`src/rtl/uart_tx_if.sv`:
```
// uart_tx_if: write-request handshake between a core and the UART transmitter.
//   arg : {valid, data[7:0]} write request, driven by the core (master)
//   out : ready, driven by the transmitter (slave); a byte is taken at a
//         clock edge where valid and ready are both high
interface uart_tx_if;
    logic [8:0] arg;
    logic       out;

    modport master (output arg, input  out);
    modport slave  (input  arg, output out);
endinterface

```
`src/rtl/uart_tx.sv`:
```
// uart_tx: FIFO-buffered 8N1 UART transmitter.
//   CLK   : single clock, all state changes on its rising edge
//   RST_N : synchronous active-low reset (clears FIFO, aborts any frame)
//   wr    : uart_tx_if.slave, {valid,data} request in / ready out
//   tx    : registered serial line, idle high
//   busy  : FIFO non-empty or a frame in flight
// A byte pushed into an empty FIFO starts its start bit two edges later;
// a queued byte is loaded on the last stop-bit cycle so frames go out
// back-to-back with no idle gap.
module uart_tx #(
    parameter int CLKS_PER_BIT = 104,
    parameter int FIFO_DEPTH   = 4
) (
    input  logic     CLK,
    input  logic     RST_N,
    uart_tx_if.slave wr,
    output logic     tx,
    output logic     busy
);

    localparam int              AW       = $clog2(FIFO_DEPTH);
    localparam logic [AW-1:0]   PTR_ONE  = AW'(1);
    localparam logic [AW:0]     CNT_ONE  = (AW+1)'(1);
    localparam logic [AW:0]     CNT_FULL = (AW+1)'(FIFO_DEPTH);
    localparam logic [15:0]     BAUD_MAX = 16'(CLKS_PER_BIT - 1);

    typedef enum logic [1:0] {
        IDLE  = 2'd0,
        START = 2'd1,
        DATA  = 2'd2,
        STOP  = 2'd3
    } state_t;

    state_t        state_r;
    state_t        state_next_s;
    logic [7:0]    fifo_mem_r [FIFO_DEPTH];
    logic [AW-1:0] wr_ptr_r;
    logic [AW-1:0] rd_ptr_r;
    logic [AW:0]   count_r;
    logic [15:0]   baud_cnt_r;
    logic [15:0]   baud_next_s;
    logic [2:0]    bit_idx_r;
    logic [2:0]    bit_idx_next_s;
    logic [7:0]    shift_r;
    logic [7:0]    shift_next_s;
    logic          tx_r;
    logic          tx_next_s;
    logic          ready_s;
    logic          push_s;
    logic          pop_s;
    logic          empty_s;
    logic          bit_done_s;

    // Ready depends only on reset and FIFO occupancy, never on valid.
    assign ready_s    = RST_N && (count_r != CNT_FULL);
    assign push_s     = wr.arg[8] && ready_s;
    assign empty_s    = (count_r == '0);
    assign bit_done_s = (baud_cnt_r == BAUD_MAX);
    assign wr.out     = ready_s;
    assign tx         = tx_r;
    assign busy       = (state_r != IDLE) || !empty_s;

    // FSM state register.
    always_ff @(posedge CLK) begin
        if (!RST_N) begin
            state_r <= IDLE;
        end else begin
            state_r <= state_next_s;
        end
    end

    // FSM next-state logic.
    always_comb begin
        state_next_s = state_r;
        case (state_r)
            IDLE: begin
                if (!empty_s) state_next_s = START;
                else          state_next_s = IDLE;
            end
            START: begin
                if (bit_done_s) state_next_s = DATA;
                else            state_next_s = START;
            end
            DATA: begin
                if (bit_done_s && (bit_idx_r == 3'd7)) state_next_s = STOP;
                else                                   state_next_s = DATA;
            end
            STOP: begin
                if (bit_done_s) begin
                    if (!empty_s) state_next_s = START;
                    else          state_next_s = IDLE;
                end else begin
                    state_next_s = STOP;
                end
            end
            default: state_next_s = IDLE;
        endcase
    end

    // FSM outputs: pop, baud/bit counters, shifter load and next line level.
    // The line level is derived from the next state so tx is registered yet
    // changes on the same edge as the state.
    always_comb begin
        pop_s          = (state_next_s == START) && ((state_r == IDLE) || (state_r == STOP));
        bit_idx_next_s = bit_idx_r;
        shift_next_s   = shift_r;
        tx_next_s      = 1'b1;

        if ((state_r == IDLE) || bit_done_s) baud_next_s = 16'd0;
        else                                 baud_next_s = baud_cnt_r + 16'd1;

        // Index wraps 7 -> 0 at the end of the data phase, ready for the next frame.
        if ((state_r == DATA) && bit_done_s) bit_idx_next_s = bit_idx_r + 3'd1;
        else                                 bit_idx_next_s = bit_idx_r;

        if (pop_s) shift_next_s = fifo_mem_r[rd_ptr_r];
        else       shift_next_s = shift_r;

        case (state_next_s)
            IDLE:    tx_next_s = 1'b1;
            START:   tx_next_s = 1'b0;
            DATA:    tx_next_s = shift_next_s[bit_idx_next_s];
            STOP:    tx_next_s = 1'b1;
            default: tx_next_s = 1'b1;
        endcase
    end

    // Transmit datapath registers.
    always_ff @(posedge CLK) begin
        if (!RST_N) begin
            baud_cnt_r <= 16'd0;
            bit_idx_r  <= 3'd0;
            shift_r    <= 8'd0;
            tx_r       <= 1'b1;
        end else begin
            baud_cnt_r <= baud_next_s;
            bit_idx_r  <= bit_idx_next_s;
            shift_r    <= shift_next_s;
            tx_r       <= tx_next_s;
        end
    end

    // FIFO pointers and occupancy; simultaneous push/pop keeps the count.
    always_ff @(posedge CLK) begin
        if (!RST_N) begin
            wr_ptr_r <= '0;
            rd_ptr_r <= '0;
            count_r  <= '0;
        end else begin
            if (push_s) wr_ptr_r <= wr_ptr_r + PTR_ONE;
            if (pop_s)  rd_ptr_r <= rd_ptr_r + PTR_ONE;
            case ({push_s, pop_s})
                2'b10:   count_r <= count_r + CNT_ONE;
                2'b01:   count_r <= count_r - CNT_ONE;
                default: count_r <= count_r;
            endcase
        end
    end

    // FIFO storage; contents need no reset since the count guards reads.
    always_ff @(posedge CLK) begin
        if (push_s) fifo_mem_r[wr_ptr_r] <= wr.arg[7:0];
    end

endmodule

```
`src/flat_wrapper.sv`:
```
// flat-port wrapper written by rule: the top's interface ports become plain ports
module uart_tx_flat 
#(
    parameter int CLKS_PER_BIT = 104,
    parameter int FIFO_DEPTH   = 4
)
  (CLK, RST_N, tx, busy, wr_arg, wr_out);
  uart_tx_if wr_i ();
  input  logic CLK;
  input  logic RST_N;
  output logic tx;
  output logic busy;
  input wire logic [$bits(wr_i.arg)-1:0] wr_arg;
  output wire logic [$bits(wr_i.out)-1:0] wr_out;
  assign wr_i.arg = wr_arg;
  assign wr_out = wr_i.out;
  uart_tx #(.CLKS_PER_BIT(CLKS_PER_BIT), .FIFO_DEPTH(FIFO_DEPTH)) u_core (.CLK(CLK), .RST_N(RST_N), .wr(wr_i), .tx(tx), .busy(busy));
endmodule
```
`config.mk`:
```
export PLATFORM = sky130hd
export DESIGN_NAME = uart_tx_flat
export DESIGN_NICKNAME = d
export VERILOG_FILES = /design/src/rtl/uart_tx_if.sv /design/src/rtl/uart_tx.sv /design/src/flat_wrapper.sv
export SDC_FILE = /design/constraint.sdc
export NUM_CORES = 1
export LEC_CHECK = 0
export CAP_MARGIN = 40
export CELL_PAD_IN_SITES_DETAIL_PLACEMENT = 2
export CELL_PAD_IN_SITES_GLOBAL_PLACEMENT = 2
export CORE_ASPECT_RATIO = 1.1
export CORE_MARGIN = 8
export CORE_UTILIZATION = 41
export DETAILED_ROUTE_END_ITERATION = 12
export PLACE_DENSITY = 0.88
export SYNTH_ARGS = -nofsm -noshare
export SYNTH_HDL_FRONTEND = slang
export SYNTH_SLANG_ARGS = --single-unit
```
`constraint.sdc`:
```
create_clock -name CLK -period 4.5 [get_ports CLK]
set_input_delay 0.45 -clock CLK [delete_from_list [all_inputs] [get_ports CLK]]
set_output_delay 0.45 -clock CLK [all_outputs]
set_load 0.02 [all_outputs]
```
After elaboration in Yosys (flattened, before gate mapping)
Memories as Yosys holds them, arrays and structs flattened. A register that Yosys moved wholly into a read port is not among the register bits.
Index checks and enable logic that the tools add are counted.
- add/sub/neg operators: 6
- $lt $le $gt $ge: 1
- equality and inequality tests: 11
- multiplexer cells: 15
- bitwise operators: 1
- reduce and logical (&&, ||, !) cells: 16
- operators by type and width (cell ; number):
    16-bit by 1-bit adder with 16-bit output (second input constant) ; 1
    16-bit by 7-bit == test with 1-bit output (second input constant) ; 1
    2-bit == test (second input constant) ; 5
    2-bit 2-to-1 mux ; 4
    8-bit 2-to-1 mux ; 1
    2-bit case mux with 4 select lines ; 1
    3-bit by 1-bit adder with 3-bit output (second input constant) ; 2
    2-bit by 1-bit == test with 1-bit output (second input constant) ; 3
    3-bit case mux with 2 select lines ; 1
    1-bit logical AND ; 5
    1-bit 2-to-1 mux ; 5
    2-bit by 1-bit adder with 2-bit output (second input constant) ; 2
    2-bit logical NOT ; 2
    3-bit by 4-bit < comparator with 1-bit output (second input constant) ; 1
    2-bit nonzero test ; 2
    2-bit OR reduction ; 2
    1-bit binary-select mux with 3-bit select ; 1
    3-bit == test (second input constant) ; 1
    3-bit logical NOT ; 1
    1-bit logical OR ; 3
    3-bit 2-to-1 mux ; 1
    3-bit inequality test (second input constant) ; 1
    1-bit case mux with 3 select lines ; 1
    3-bit by 1-bit subtractor with 3-bit output (second input constant) ; 1
    2 further kinds ; 2
- register bits after elaboration: 37
- bits in writable memories: 32
- input bits: 11
- output and inout bits: 3
- logic and storage cells: 59
- memories kept: 1
- memories (memory ; depth ; bits a word ; read ports ; clocked after memory_dff ; write ports ; RTL line ; text):
    u_core.fifo_mem_r ; 4 ; 8 ; 1 ; 1 ; 1 ; uart_tx.sv:36 ; logic [7:0] fifo_mem_r [FIFO_DEPTH];

Longest topological paths before layout
Gate-level depths: netlist (run 1).
- depth in word-level cells: 10
- depth in mapped cells: 16
- depth with buffers taken out: 15

Least setup slack after synthesis (run 1)
Ideal clock, no wire load.
- path kind: register to register
- start: reg u_core.baud_cnt_r[0]
- end: reg u_core.count_r[2]
- setup time: 71 ps
- arrival: 3311 ps
- required time: 4429 ps
- slack: 1118 ps
- cell stages (with the launch flop): 16
- path buffers: 1
- period minus slack after synthesis: 3382 ps
- cells stage by stage: dfxtp_1 > ha_1 > and4b_1 > nand4_1 > a21oi_1 > o21ai_0 > o31a_1 > ha_1 > nor2b_1 > buf_1 > ha_1 > inv_1 > fa_1 > xor2_1 > or3_1 > a21oi_1
- cells in the longest elaborated chain, start to end: 8
- elaborated cells between the ends (all ways): 12
- those cells by class: 4 x eq/ne; 5 x mux; 3 x reduce/logical
- RTL lines (element ; RTL line ; text):
    start: declaration ; uart_tx.sv:40 ; logic [15:0] baud_cnt_r;
    start signal: assignment ; uart_tx.sv:136 ; baud_cnt_r <= baud_next_s;
    16-bit by 7-bit == test with 1-bit output * ; uart_tx.sv:58 ; assign bit_done_s = (baud_cnt_r == BAUD_MAX);
    1-bit logical AND ; uart_tx.sv:85 ; if (bit_done_s && (bit_idx_r == 3'd7)) state_next_s = STOP;
    1-bit 2-to-1 mux ; uart_tx.sv:85 ;
    2-bit case mux with 4 select lines * ; uart_tx.sv:75 ; case (state_r)
    named net u_core.state_next_s[0] ; uart_tx.sv:35 ; state_t state_next_s;
    2-bit by 1-bit == test with 1-bit output * ; uart_tx.sv:104 ; pop_s = (state_next_s == START) && ((state_r == IDLE) || (state_r == STOP));
    1-bit logical AND * ; uart_tx.sv:104 ;
    2-bit by 1-bit == test with 1-bit output or 2-bit == test (tied branches) ; uart_tx.sv:152 ; case ({push_s, pop_s})
    3-bit case mux with 2 select lines or 2-bit nonzero test (tied branches) ; -- ;
    end signal: assignment ; uart_tx.sv:153 ; 2'b10: count_r <= count_r + CNT_ONE;
    end signal: assignment ; uart_tx.sv:154 ; 2'b01: count_r <= count_r - CNT_ONE;
    end signal: assignment ; uart_tx.sv:155 ; default: count_r <= count_r;
    end: declaration ; uart_tx.sv:39 ; logic [AW:0] count_r;
The timed path passes the listed nets; every way through them passes the cells marked *.
A chain may end at the register's enable or synchronous reset.

Final worst setup path (run 1)
- start: reg u_core.baud_cnt_r[0]
- end: reg u_core.count_r[2]
- elaborated cells between the ends (all ways): 12
- those cells by class: 4 x eq/ne; 5 x mux; 3 x reduce/logical
- RTL lines (element ; RTL line):
    16-bit by 7-bit == test with 1-bit output * ; uart_tx.sv:58
    2-bit 2-to-1 mux, on equally long branches ; uart_tx.sv:89, uart_tx.sv:81
    2-bit case mux with 4 select lines * ; uart_tx.sv:75
    named net u_core.state_next_s[1] ; uart_tx.sv:35
    2-bit by 1-bit == test with 1-bit output * ; uart_tx.sv:104
    1-bit logical AND * ; uart_tx.sv:104
    2-bit by 1-bit == test with 1-bit output or 2-bit == test (tied branches) ; uart_tx.sv:152
    3-bit case mux with 2 select lines or 2-bit nonzero test (tied branches) ; --
Marked as above.

==> impl_metrics.tcl, run 1 <==
set metrics [dict create \
    drcViolationCount 0 \
    p_leak_nw 1.32 \
    max-cap-violations 0 \
    grtUsageTotal_pct 12.8 \
    num_vias 1852 \
    floorplan.die.height_um 107 \
    path_max_fanout 11 \
    slowest_delay_ns 0.38 \
    syn_area_per_cell_um2 12.5 \
    tns_ns 0 \
    h-tree-depth 3 \
    drt_first_pass_iters 4 \
    drt_iter0_markers 26 \
    rsz0062_at_grt "no" \
    critical_path.cell_chain "ha_1 -> and4b_1 -> nand4_1 -> a21oi_1 -> a21oi_1 -> inv_1 -> ha_1 -> nor2b_1 -> buf_4 -> ha_1 -> inv_1 -> fa_1 -> xor2_1 -> or3_1 -> a21oi_1" \
    post_cts_buffers 0 \
    cts_num_sinks 71 \
    synth_nets 273 \
    gp_congestion 0.725 \
    syn-cell-area_mm2 0.00305 \
    clock_latency_ns 0.34 \
    status "completed" \
    die_w_um 98.3 \
    cp-end-kind "flip-flop" \
    clock.fmax_mhz 289 \
    numCtsBuffers 9 \
    power_density_mw_per_mm2 562 \
    crit_type "flip-flop to flip-flop" \
    grt_pass1_vias 2187 \
    core_mm2 0.00735 \
    setup_ws_ns 1.04 \
    hold_path_class "flip-flop to flip-flop" \
    clock_skew_ns 0.0112 \
    port_buffers 13 \
    row_count 33 \
    clockBufferDepth 2 \
    period_share_pct 76.9 \
    layout_common_cells "nor2_1 (40), dfxtp_1 (39), edfxtp_1 (32), ha_1 (16), inv_1 (15)" \
    dp_slack_ns 1.11 \
    grt_antenna_before_repair 0 \
    timing.slew.headroom_pct 54.3 \
    cp.required_ns 4.78 \
    grt_max_degree 24 \
    cp-start-kind "flip-flop" \
    vdd_drop_max_uv 249 \
    synth_warnings 0 \
    postCtsHoldBufs 0 \
    layout_commonest_cell "nor2_1" \
    min_delay_path_depth 1 \
    pin_count 14 \
    ys_seq_elements 71 \
    drive_gt1_share_pct 10.7 \
    root_buffer "clkbuf_8" \
    drtAntennaViolNets 0 \
    ff2ff_path_depth 15 \
    start_util_pct 41.6 \
    clk_pin_slew_ns 0.08 \
    tightest_slew_ns 0.683 \
    wire_per_inst_um 17.4 \
    num_antenna_cells 0 \
    grt_remaining_overflow 0 \
    place_hpwl_mm 4.53 \
    fin_crit_ns 3.46 \
    nNetsFinal 293 \
    drt_wl_total_mm 6.20 \
    grt_first_pass_wirelength_mm 10.5 \
    crit_slowest_cell "dfxtp_1" \
    ys_seq_area_share_pct 57.0 \
    area.growth.synth_to_final_pct 15.2 \
    via_per_inst 5.19 \
    cts_resized 0 \
    worstPathArrival_ns 3.74 \
    slew_viol_final 0 \
    cts_tree "built" \
    die_area_mm2 0.0105 \
    finalSetupViolCount 0 \
    finalHoldViolCount 0 \
    synth_cell_types 35 \
    postSynthCellCount 245 \
]
==> path summary, 6_finish.rpt <==
check	startpoint	endpoint	slack (ns)
worst max register to register	u_core.baud_cnt_r[0]	u_core.count_r[2]	1.04
worst min register to register	u_core.baud_cnt_r[0]	u_core.baud_cnt_r[0]	0.48
worst max-delay path	u_core.baud_cnt_r[0]	u_core.count_r[2]	1.04
worst min-delay path	u_core.baud_cnt_r[0]	u_core.baud_cnt_r[0]	0.48
==> cells in the mapped netlist (all sizes together) <==
library cell,number,share of area [%]
nor2,40,4.9
dfxtp,39,26
edfxtp,32,31
ha,16,6.6
inv,15,1.8
mux2i,14,4.6
xor2,14,4.3
nand2,9,1.1
mux4,8,5.9
nand3,7,1.1
a21oi,6,0.98
and3,6,1.2
xnor2,6,1.7
nand4,5,1.2
clkbuf,4,0.49
nand3b,3,0.74
and2,2,0.41
buf,2,0.29
nor2b,2,0.41
nor3,2,0.33
nor4b,2,1.3
o21ai,2,0.33
a311o,1,0.33
a31oi,1,0.20
and4,1,0.29
and4b,1,0.33
fa,1,0.66
nor4,1,0.70
o31a,1,0.29
o31ai,1,0.25
or3,1,0.20
==> cell type report <==
type | instances | area (um2)
tap | 87 | 109
timing repair buffer | 15 | 145
clock buffer | 9 | 124
inverter | 15 | 56.3
multi-input combinational | 153 | 1230
sequential | 71 | 1740
clock inverter | 7 | 111
fill | 726 | 3830
==> registers in the layout, indices dropped and copies added, names as in the netlist, named ones only <==
| name | cells |
|---|---|
| u_core.baud_cnt_r | 16 |
| u_core.state_r | 2 |
| u_core.shift_r | 8 |
| u_core.fifo_mem_r | 32 |
| u_core.tx | 1 |
| u_core.wr_ptr_r | 2 |
| u_core.count_r | 3 |
| u_core.rd_ptr_r | 2 |
| u_core.bit_idx_r | 3 |
==> power by group <==
group / switching, mW / internal, mW
logic: 0.297 / 0.259
registers: 0.0584 / 0.758
clock network: 0.241 / 0.365
==> cell families (layout without fill, tap and decap cells) <==
family                     Yosys count  count (layout)  synth area share (%)
and+or+nand+nor                     82              82                  14.3
DFF                                 71              71                  57.0
muxes                               22              22                  10.5
buffers and inverters               21              46                  2.62
xor gates and xnor gates            20              20                  5.98
adders and majority gates           17              17                  7.21
AOI/OAI and AO/OA                   12              12                  2.38
==> worst max-delay path: cells and delay by family (launching register included) <==
family | cells | cell delay [ns]
compound gates | 3 | 0.50
fa+ha+maj | 4 | 0.99
buf+inv | 3 | 0.42
simple gates | 4 | 0.95
xor+xnor | 1 | 0.16
flops | 1 | 0.38
==> metrics by stage <==
stage	instance area (um2)	hold slack [ns]	util [%]	instances	power, mW
6_report	3520	0.480	47.9	357	1.98
5_1_grt	3520	0.506	47.9	357	2.09
4_1_cts	3520	0.489	47.9	357	2.02
3_5_place_dp	3280	0.468	44.7	341	1.39
3_3_place_gp	3280	0.444	44.7	341	1.36
2_1_floorplan	3050	0.430	-	245	1.23
==> per-layer routing <==
metal	GRT usage, %	wire length, um	vias up
li1	-	-	896
met1	13.5	2680	929
met2	23.9	3290	18
met3	2.55	128	9
met4	6.26	103	0
met5	0	0	-
Note: power is estimated with default switching activity, not from simulation.
==> run 2: changes to the inputs <==
--- a/config.mk
+++ b/config.mk
@@ -10,9 +10,9 @@
 export CELL_PAD_IN_SITES_GLOBAL_PLACEMENT = 2
 export CORE_ASPECT_RATIO = 1.1
 export CORE_MARGIN = 8
-export CORE_UTILIZATION = 41
+export CORE_UTILIZATION = 37
 export DETAILED_ROUTE_END_ITERATION = 12
-export PLACE_DENSITY = 0.88
+export PLACE_DENSITY = 0.85
 export SYNTH_ARGS = -nofsm -noshare
 export SYNTH_HDL_FRONTEND = slang
 export SYNTH_SLANG_ARGS = --single-unit
==> constraint.sdc (replaced) <==
create_clock -name CLK -period 2.8 [get_ports CLK]
set_input_delay 0.28 -clock CLK [delete_from_list [all_inputs] [get_ports CLK]]
set_output_delay 0.28 -clock CLK [all_outputs]
set_load 0.02 [all_outputs]
==> run 2 against run 1 <==
The flow now finishes with violations (negative setup slack). Sequential share of layout area down 4.7 points. Count of clock-buffer cells in the layout up 1. First-iteration DRC count up 140%. Critical path depth down 1. Via count up 7.7%. Register-to-register slack worse by 1.3 ns. Die area up 9.1%. Sequential power up 63%. Combinational power up 150%. Setup slack worse by 1.3 ns. Routed wire length up 19%. Critical path type unchanged. Critical endpoint unchanged.
==> impl_metrics.tcl, run 2 (synthesis results as in run 1) <==
set metrics [dict create \
    status "finished, violations left" \
    violations "negative setup slack" \
    grt_first_pass_wirelength_mm 12.1 \
    setup_ws_ns -0.213 \
    drt_first_pass_iters 4 \
    path_max_fanout 4 \
    power_density_mw_per_mm2 922 \
    drcViolationCount 0 \
    root_buffer "clkbuf_8" \
    p_leak_nw 1.48 \
    grtUsageMet1_pct 15.3 \
    drt_iter0_markers 63 \
    cts_tree "built" \
    grt_antenna_before_repair 0 \
    fin_crit_ns 3.01 \
    num_antenna_cells 0 \
    reg_top3 "u_core.fifo_mem_r: 32 flops, u_core.baud_cnt_r: 16 flops, u_core.shift_r: 8 flops" \
    cts_num_sinks 71 \
    drt_wl_total_mm 7.37 \
    port_buffers 13 \
    slew_viol_final 0 \
    grtUsageTotal_pct 14.0 \
    area.sequential_mm2 0.00174 \
    multi_input_area_mm2 0.00134 \
    pin_count 14 \
    clock_skew_ns 0.0116 \
    finalHoldViolCount 0 \
    grt_max_degree 23 \
    wire_per_inst_um 17.9 \
    clock_latency_ns 0.34 \
    nNetsFinal 326 \
    layout_common_cells "nor2_1 (38), dfxtp_1 (37), buf_4 (33), edfxtp_1 (32), ha_1 (14)" \
    cp-end-kind "flip-flop" \
    tightest_slew_ns 0.689 \
    busiest_layer "met2" \
    grt_pass1_vias 2340 \
    period_share_pct 108 \
    design_area_mm2 0.00390 \
    min_from "u_core.shift_r[0]" \
    clk_pin_slew_ns 0.08 \
    h-tree-depth 3 \
    row_count 34 \
    max_flop_register "u_core.fifo_mem_r" \
    floorplan.die.height_um 111 \
    timing.slew.headroom_pct 53.9 \
    drtAntennaViolNets 0 \
    vdd_drop_max_uv 418 \
    clockBufferDepth 2 \
    drive_gt1_share_pct 27.4 \
    finalSetupViolCount 3 \
    via_per_inst 4.85 \
    worstPathArrival_ns 3.29 \
    largest_reg_flops 32 \
    gp_congestion 0.727 \
    cp-start-kind "flip-flop" \
    numCtsBuffers 9 \
    grtUsageMet3_pct 2.89 \
    crit_type "flip-flop to flip-flop" \
    startpoint "u_core.baud_cnt_r[1]" \
    r2r_slack_ns -0.21 \
    num_vias 1994 \
    max-cap-violations 0 \
    start_util_pct 38.4 \
    core_mm2 0.00796 \
    r2r-start "u_core.baud_cnt_r[1]" \
    die_w_um 103 \
    postCtsHoldBufs 0 \
    dpl-instance-area_mm2 0.00357 \
    grt_remaining_overflow 0 \
    area.growth.synth_to_final_pct 27.6 \
    nFillCells 787 \
    cp.required_ns 3.08 \
    use_met2_pct 25.5 \
    clock.fmax_mhz 332 \
    hold_path_class "flip-flop to flip-flop" \
    rsz0062_at_grt "yes" \
    die_area_mm2 0.0114 \
    power_mw 3.59 \
    place_hpwl_mm 5.12 \
    layout_commonest_cell "nor2_1" \
]
==> run 2: layer usage <==
metal	vias to the layer above	part of all wire [%]
met5	-	0
met4	0	2.6
met3	19	2.3
met2	25	56
met1	989	39
li1	961	-
==> run 2: path summary, 6_finish.rpt <==
kind	end	cells past startpoint
worst max-delay path	u_core.count_r[2]	14
worst min-delay path	u_core.shift_r[0]	2
worst max register to register	u_core.count_r[2]	14
worst min register to register	u_core.shift_r[0]	2
==> run 2: final cells by class <==
class                   count  share of cell area (%)
flip-flops and latches     71                    44.8
clock buffers              10                    3.28
multi-input cells         153                    34.3
repair buffers             48                    10.5
clock inverters             6                    2.22
inverters                  15                    1.45
well taps                 108                    3.47
==> run 2: per-stage QoR <==
step	setup TNS [ns]	std cells	setup slack, ns	utilization [%]	hold slack (ns)
detailed placement	-0.429	390	-0.243	44.9	0.500
floorplan	-0.0288	245	-0.0288	-	0.379
global placement	-0.0956	390	-0.0872	44.9	0.474
CTS	-0.243	410	-0.126	48.4	0.517
finish	-0.438	411	-0.213	49.0	0.513
global route	-0.839	411	-0.352	49.0	0.538
==> run 2: repair_timing <==
action | in CTS | in global routing
gates resized for setup | 7 | 11
buffers inserted | 4 | 1
pin swaps | 4 | 3
setup endpoints to repair | 3 | 3
endpoints found under the hold margin | 0 | 0
==> run 2: report_power, final <==
group	internal [mW]	total (mW)	switching (mW)	leakage [nW]
Sequential	1.22	1.33	0.114	0.609
Clock	0.501	0.890	0.390	0.106
Combinational	0.722	1.37	0.648	0.768
==> run 2: worst max-delay path, cell delays in order, from the launching register on <==
cell and delay [ns]:
dfxtp_2 0.36, ha_4 0.14, and4b_1 0.25, nand4_1 0.18, buf_6 0.19, a21oi_2 0.13
o31a_1 0.19, ha_1 0.16, nor2b_4 0.21, ha_4 0.16, inv_2 0.03, fa_2 0.33
xor2_1 0.17, or3_1 0.33, a21oi_2 0.12
==> run 3: changes to the inputs <==
--- a/config.mk
+++ b/config.mk
@@ -10,9 +10,9 @@
 export CELL_PAD_IN_SITES_GLOBAL_PLACEMENT = 2
 export CORE_ASPECT_RATIO = 1.1
 export CORE_MARGIN = 8
-export CORE_UTILIZATION = 37
+export CORE_UTILIZATION = 41
 export DETAILED_ROUTE_END_ITERATION = 12
-export PLACE_DENSITY = 0.85
+export PLACE_DENSITY = 0.88
 export SYNTH_ARGS = -nofsm -noshare
 export SYNTH_HDL_FRONTEND = slang
 export SYNTH_SLANG_ARGS = --single-unit
==> constraint.sdc (replaced) <==
create_clock -name CLK -period 3.2 [get_ports CLK]
set_input_delay 0.32 -clock CLK [delete_from_list [all_inputs] [get_ports CLK]]
set_output_delay 0.32 -clock CLK [all_outputs]
set_load 0.02 [all_outputs]
==> run 3 against run 2 <==
The flow still finishes with violations (negative setup slack). Final area shrank 4.6%. Largest cell class unchanged. Routed wire length shrank 4.4%. Non-clock buffer count shrank 23. Combinational power shrank 20%.
==> impl_metrics.tcl, run 3 (synthesis results as in run 1) <==
set metrics [dict create \
    finalHoldViolCount 0 \
    grt_antenna_before_repair 0 \
    ff2ff_path_depth 14 \
    layout_common_cells "nor2_1 (40), dfxtp_1 (37), edfxtp_1 (32), ha_1 (15), inv_1 (14)" \
    die_w_um 98.3 \
    core_mm2 0.00735 \
    area.growth.synth_to_final_pct 21.7 \
    power_density_mw_per_mm2 845 \
    r2r_slack_ns -0.09 \
    pin_count 14 \
    worstPathArrival_ns 3.52 \
    p_leak_nw 1.38 \
    drcViolationCount 0 \
    cp-start-kind "flip-flop" \
    dpl-instance-area_mm2 0.00331 \
    vdd_drop_max_uv 544 \
    drive_gt1_share_pct 21.1 \
    worstReg2RegEnd "u_core.tx" \
    dp.cells 344 \
    whs_endpoint "u_core.baud_cnt_r[0]" \
    timing.slew.headroom_pct 56.4 \
    min_from "u_core.baud_cnt_r[0]" \
    port_buffers 13 \
    numCtsBuffers 9 \
    final_util_pct 50.6 \
    setup_ws_ns -0.0910 \
    crit_type "flip-flop to flip-flop" \
    grt_max_degree 23 \
    drt_first_pass_iters 4 \
    status "finished, violations left" \
    startpoint "u_core.baud_cnt_r[0]" \
    via_per_inst 5.24 \
    cp-end-kind "flip-flop" \
    dp_slack_ns 0.0964 \
    min_delay_path_depth 1 \
    drt_wl_total_mm 7.04 \
    clock_skew_ns 0.00635 \
    fin_crit_ns 3.29 \
    start_util_pct 41.6 \
    grt_first_pass_wirelength_mm 10.8 \
    max_flop_register "u_core.fifo_mem_r" \
    slew_viol_final 0 \
    power_mw 3.14 \
    cts_tree "built" \
    row_count 33 \
    clock_latency_ns 0.34 \
    floorplan.die.height_um 107 \
    largest_reg_flops 32 \
    grt_remaining_overflow 0 \
    tns_ns -0.0910 \
    r2r-start "u_core.baud_cnt_r[0]" \
    design_area_mm2 0.00372 \
    drtAntennaViolNets 0 \
    h-tree-depth 3 \
    num_antenna_cells 0 \
    whs_ns 0.449 \
    postCtsHoldBufs 0 \
    clock.fmax_mhz 304 \
    grtUsageTotal_pct 13.2 \
    nNetsFinal 303 \
    max-cap-violations 0 \
    rsz0062_at_grt "yes" \
    die_area_mm2 0.0105 \
    drt_iter0_markers 27 \
    period_share_pct 103 \
    cp.required_ns 3.43 \
    fin_cells 367 \
    layout_commonest_cell "nor2_1" \
    violations "negative setup slack" \
    root_buffer "clkbuf_8" \
    gp_congestion 0.701 \
    grt_pass1_vias 2152 \
    hold_path_class "flip-flop to flip-flop" \
    path_max_fanout 10 \
    num_vias 1922 \
    clockBufferDepth 2 \
    clk_pin_slew_ns 0.08 \
    cts_num_sinks 71 \
    reg_top3 "u_core.fifo_mem_r: 32 flops, u_core.baud_cnt_r: 16 flops, u_core.shift_r: 8 flops" \
    place_hpwl_mm 4.50 \
    wire_per_inst_um 19.2 \
    finalSetupViolCount 1 \
    tightest_slew_ns 0.653 \
]
-- run 3: cell types whose count changed in the layout (fill, tap and decap cells not counted), sizes merged --
cell / change
buf: -23
bufinv: +1
clkbuf: -1
clkinv: -1
inv: +1
-- run 3: per-layer routing --
| metal | wire, um | part of all wire [%] | vias to the layer above | GRT usage, % |
|---|---|---|---|---|
| li1 | - | - | 914 | - |
| met1 | 2820 | 40 | 961 | 13.3 |
| met2 | 3870 | 55 | 30 | 25.3 |
| met3 | 183 | 2.6 | 17 | 3.33 |
| met4 | 166 | 2.4 | 0 | 5.60 |
| met5 | 0 | 0 | - | 0 |
-- run 3: worst max-delay path by stage --
stage,cells past startpoint,slack [ns],endpoint
3_5_place_dp,14,0.1,u_core.tx
6_report,14,-0.09,u_core.tx
5_1_grt,14,-0.26,u_core.tx
4_1_cts,14,0.0009,u_core.tx
3_3_place_gp,14,0.22,u_core.tx
2_1_floorplan,15,0.05,u_core.count_r[2]
-- run 3: cell type report --
type | instances | area, um2
multi-input cells | 153 | 1340
clock inverters | 7 | 120
flip-flops and latches | 71 | 1740
well taps | 87 | 109
repair buffers | 25 | 228
inverters | 15 | 56.3
fillers | 711 | 3630
clock buffers | 9 | 124
-- run 3: where the power goes --
group          internal [mW]  switching [mW]
logic                  0.556           0.537
clock network          0.520           0.355
registers               1.07           0.103
-- run 3: critical path: stages, from the launching register on --
cell and delay, ns:
dfxtp_2 0.36, ha_1 0.19, and4b_1 0.25, nand4_1 0.29, a21oi_2 0.29, a21oi_2 0.06
o31a_1 0.27, ha_1 0.21, nor2b_4 0.14, buf_8 0.16, mux2i_2 0.22, mux2i_1 0.13
nand3b_1 0.12, nand4_1 0.11, a311o_1 0.38
-- run 3: repair_timing --
item,in CTS,in global routing
buffers inserted,1,6
pin swaps,0,7
endpoints found under the setup margin,2,2
gates resized for setup,1,26
